### src/rtl/shift_out_reg.sv
// Parallel-in, serial-out transmit shifter: one word in via valid/ready,
// emitted MSB-first, one bit per ena tick, with a done pulse after the last bit.
module shift_out_reg #(
   parameter int WIDTH = 32
) (
   input  logic             clk,
   input  logic             clr,
   input  logic             ena,
   input  logic             load_valid,
   input  logic [WIDTH-1:0] load_data,
   output logic             load_ready,
   output logic             ser_out,
   output logic             ser_valid,
   output logic             busy,
   output logic             done
);

   localparam int CW = $clog2(WIDTH + 1);

   typedef enum logic [1:0] {
      IDLE  = 2'b00,
      SHIFT = 2'b01,
      DONE  = 2'b10
   } state_t;

   state_t           state, state_nxt;
   logic [WIDTH-1:0] shreg;
   logic [CW-1:0]    cnt;
   logic             accept;
   logic             advance;
   logic             last_bit;

   assign accept   = (state == IDLE)  && load_valid;
   assign advance  = (state == SHIFT) && ena;
   assign last_bit = (cnt == CW'(1));

   always_ff @(posedge clk) begin
      if (clr) state <= IDLE;
      else     state <= state_nxt;
   end

   // Outputs decode purely from registered state; the unused encoding falls back to IDLE.
   always_comb begin
      state_nxt  = IDLE;
      load_ready = 1'b0;
      ser_out    = 1'b0;
      ser_valid  = 1'b0;
      busy       = 1'b0;
      done       = 1'b0;
      case (state)
         IDLE: begin
            load_ready = 1'b1;
            state_nxt  = load_valid ? SHIFT : IDLE;
         end
         SHIFT: begin
            ser_out   = shreg[WIDTH-1];
            ser_valid = 1'b1;
            busy      = 1'b1;
            state_nxt = (ena && last_bit) ? DONE : SHIFT;
         end
         DONE: begin
            busy      = 1'b1;
            done      = 1'b1;
            state_nxt = IDLE;
         end
         default: state_nxt = IDLE;
      endcase
   end

   always_ff @(posedge clk) begin
      if (clr) begin
         shreg <= '0;
         cnt   <= '0;
      end else if (accept) begin
         shreg <= load_data;
         cnt   <= CW'(WIDTH);
      end else if (advance) begin
         shreg <= {shreg[WIDTH-2:0], 1'b0};
         cnt   <= cnt - 1'b1;
      end
   end

endmodule

### config.mk
export PLATFORM = sky130hd
export DESIGN_NAME = shift_out_reg
export DESIGN_NICKNAME = d
export VERILOG_FILES = /design/src/rtl/shift_out_reg.sv
export SDC_FILE = /design/constraint.sdc
export NUM_CORES = 1
export LEC_CHECK = 0
export BUFFER_PORTS_ARGS = -buffer_cell sky130_fd_sc_hd__clkbuf_2
export CELL_PAD_IN_SITES_DETAIL_PLACEMENT = 0
export CELL_PAD_IN_SITES_GLOBAL_PLACEMENT = 1
export CORE_ASPECT_RATIO = 0.9
export CORE_UTILIZATION = 42
export CTS_CLUSTER_DIAMETER = 30
export CTS_CLUSTER_SIZE = 25
export DETAILED_ROUTE_END_ITERATION = 8
export PLACE_DENSITY_LB_ADDON = 0.1
export SLEW_MARGIN = 10
export SYNTH_ARGS = -nofsm -noshare
export SYNTH_HDL_FRONTEND = slang
export SYNTH_SLANG_ARGS = --single-unit
### constraint.sdc
create_clock -name clk -period 4.3 [get_ports clk]
set_clock_uncertainty 0.15 [all_clocks]
set_input_delay 0.645 -clock clk [delete_from_list [all_inputs] [get_ports clk]]
set_output_delay 0.645 -clock clk [all_outputs]
set_load 0.02 [all_outputs]
==> run metrics <==
outcome finished, violations left; failing checks DRC; Worst-Margin Slew approximately 1100 ps; antenna diode count 0; Synth async-reset ratio 0; Reg clk slew, reported paths 70 ps; Die W 71.38 um; worst skew pair latency roughly 300 ps; Layout area overhead 15.47%; Final WS setup slightly below 2000 ps; DRT Pass-1 Iters 6; CP max stage cell nand2_1; Layout Nets just under 300; hpwl dp around 2300 um; CP Capture Type register; final setup TNS 0 ps; num ports 41; Final period util 0.5529; RSZ-0062 raised after global routing false; fmax between 400 and 500 MHz; layout cells sized above 1 0.2126; DRC viols 3; Seq cells post-synth 40; initial antenna violation count 0; Mean Syn Cell Area between 8 and 9 um2; Synth area leader dfxtp_1; post-CTS resize count 0; Yosys top cell area share 0.4402; Post-synth top flop dfxtp_1; largest net degree at the start of global routing a little over 40; HP Start cnt[5]; Synthesis Warnings 0; Synth top cells by count dfxtp_1, nand2_1, nand3_1; gr usage total 0.1846; cell count after placement 294; Worst Hold Class register to register; Routability Congestion roughly 0.71; IO buf count 40; peak supply drop between 0.00015 and 0.0002 V; Clock Tree Buf Depth 2; Design Area, Final ~0.0021 mm2; mapped cell area 0.001819 mm2; Vias/cell ~5.5; DP Worst Slack about 1700 ps; synth top area cells dfxtp_1, a311oi_1, nand3_1; Min-Delay Endpoint state[1]; Worst EP required roughly 4300 ps; Reg-to-Reg Start state[1]; die area between 0.004 and 0.005 mm2; post-route ant nets 0; CTS Buf Count 5; vias in the first global route ~1500; FP Rows 22; initial cell density of the core 0.4436; worst r2r path cells 6; count leader, synth dfxtp_1; core area 0.004101 mm2; most frequent CP cell nand2_1; routed vias 1661; worst-path maximum fanout 40; Setup crit start kind register; min cycle time layout around 2400 ps; fin. max-slew vios 0; post-CTS setup buffer count 0; Post-synth EDFFs 0; Max Cap Viol 0; CP cell instances inv_1 > ha_1 > buf_4 > nand2_1 > nand2_1 > a311oi_1; Yosys cell types 25; Placed Area between 0.002 and 0.0025 mm2; Reg2Reg Setup Slack 1920 ps; Final Setup Violations 0; root buffer cell clkbuf_8; worst r2r dst shreg[9]; Pwr Density about 380 mW/mm2; non-filler instance count after layout approximately 300; hold bufs inserted after CTS 0; Post-Synthesis Cells ~230; die height between 60 and 70 um; post-synthesis sequential area ratio 0.4402; Synthesized Nets 266; H-tree lvl count 2; drt initial violations 111; critical path class register to register; Fin. Hold Viols 0; WL final roughly 4000 um; post-DR wirelength/cell between 10 and 15 um; CP arrival about 2400 ps; WHS Path Cells 1; GRT overflow 0; Rel. slew slack 0.2702; fillers roughly 400; Max stage delay on crit path 850 ps; first-pass GRT wire length 6782 um; leakage 0.8120 nW; CTS tree done; clk sinks 40
## per-layer routing
layer / vias to the layer above / share of wire / global-route usage
met4: 0 / 0.017 / 0.06750
met5: - / 0 / 0
met3: 7 / 0.044 / 0.03888
li1: 861 / - / -
met2: 28 / 0.44 / 0.3060
met1: 765 / 0.50 / 0.2368
## stage by stage
stage	power, W	util	hold WS [ps]
CTS	0.0008070	0.5122	326.4
floorplan	0.0005136	-	278.5
global placement	0.0005485	0.4896	306.2
detailed placement	0.0005486	0.4896	314.5
finish	0.0008008	0.5122	324.1
global route	0.0008453	0.5122	349.4
## registers in the layout (all words and copies together), names as in the netlist
| name | count |
|---|---|
| cnt | 6 |
| shreg | 32 |
| state | 2 |
## worst max path at each step
stage | from | endpoint | cells past startpoint
final | state[1] | shreg[9] | 6
after global routing | state[1] | shreg[9] | 6
after CTS | state[1] | shreg[6] | 6
after detailed placement | ena | shreg[6] | 5
after global placement | ena | cnt[0] | 5
after floorplan | state[1] | ser_out | 5
## cell families after synthesis
family	Yosys count	share of synthesized area
xor+xnor	2	0.009630
buf+inv	26	0.06121
fa+ha+maj	5	0.03439
simple gates	110	0.2696
flops	40	0.4402
compound gates	42	0.1850
## where the power goes
| part | leakage (nW) | switching [W] | internal, W |
|---|---|---|---|
| registers | 0.331 | 0.0000165 | 0.000402 |
| clock network | 0.0510 | 0.000133 | 0.000128 |
| logic | 0.430 | 0.0000738 | 0.0000475 |
## worst max-delay path: cells and delay by family, from the launching register on
| family | cells | cell delay (ps) |
|---|---|---|
| simple gates | 2 | 960 |
| flops | 1 | 330 |
| compound gates | 1 | 330 |
| buf+inv | 2 | 320 |
| fa+ha+maj | 1 | 170 |
## layout by cell type, fill, tap and decap left out
| cell | instances |
|---|---|
| dfxtp_1 | 40 |
| clkbuf_2 | 40 |
| nand3_1 | 34 |
| nand2_1 | 33 |
| nor2_1 | 33 |
| a311oi_1 | 32 |
| clkbuf_8 | 6 |
| a21oi_1 | 5 |
| ha_1 | 5 |
| inv_1 | 4 |
| buf_4 | 3 |
| o21ai_0 | 2 |
| nand2b_1 | 2 |
| o31ai_1 | 2 |
| clkinv_2 | 2 |
| and2_1 | 1 |
| nand2_2 | 1 |
| nand4bb_1 | 1 |
| or3_2 | 1 |
| xor2_1 | 1 |
| xnor2_1 | 1 |
| or3_4 | 1 |
| nor4_1 | 1 |
| or4_1 | 1 |
| or3_1 | 1 |
| a31oi_1 | 1 |
## final cells by class
| type | count | area [um2] | share of cell area |
|---|---|---|---|
| well taps | 48 | 60.06 | 0.02859 |
| multi-input cells | 159 | 909.6 | 0.4330 |
| clock buffers | 6 | 82.58 | 0.03931 |
| inverters | 4 | 15.01 | 0.007147 |
| flip-flops and latches | 40 | 800.8 | 0.3812 |
| repair buffers | 43 | 222.7 | 0.1060 |
| clock inverters | 2 | 10.01 | 0.004765 |
(Power assumes the default switching activity.)
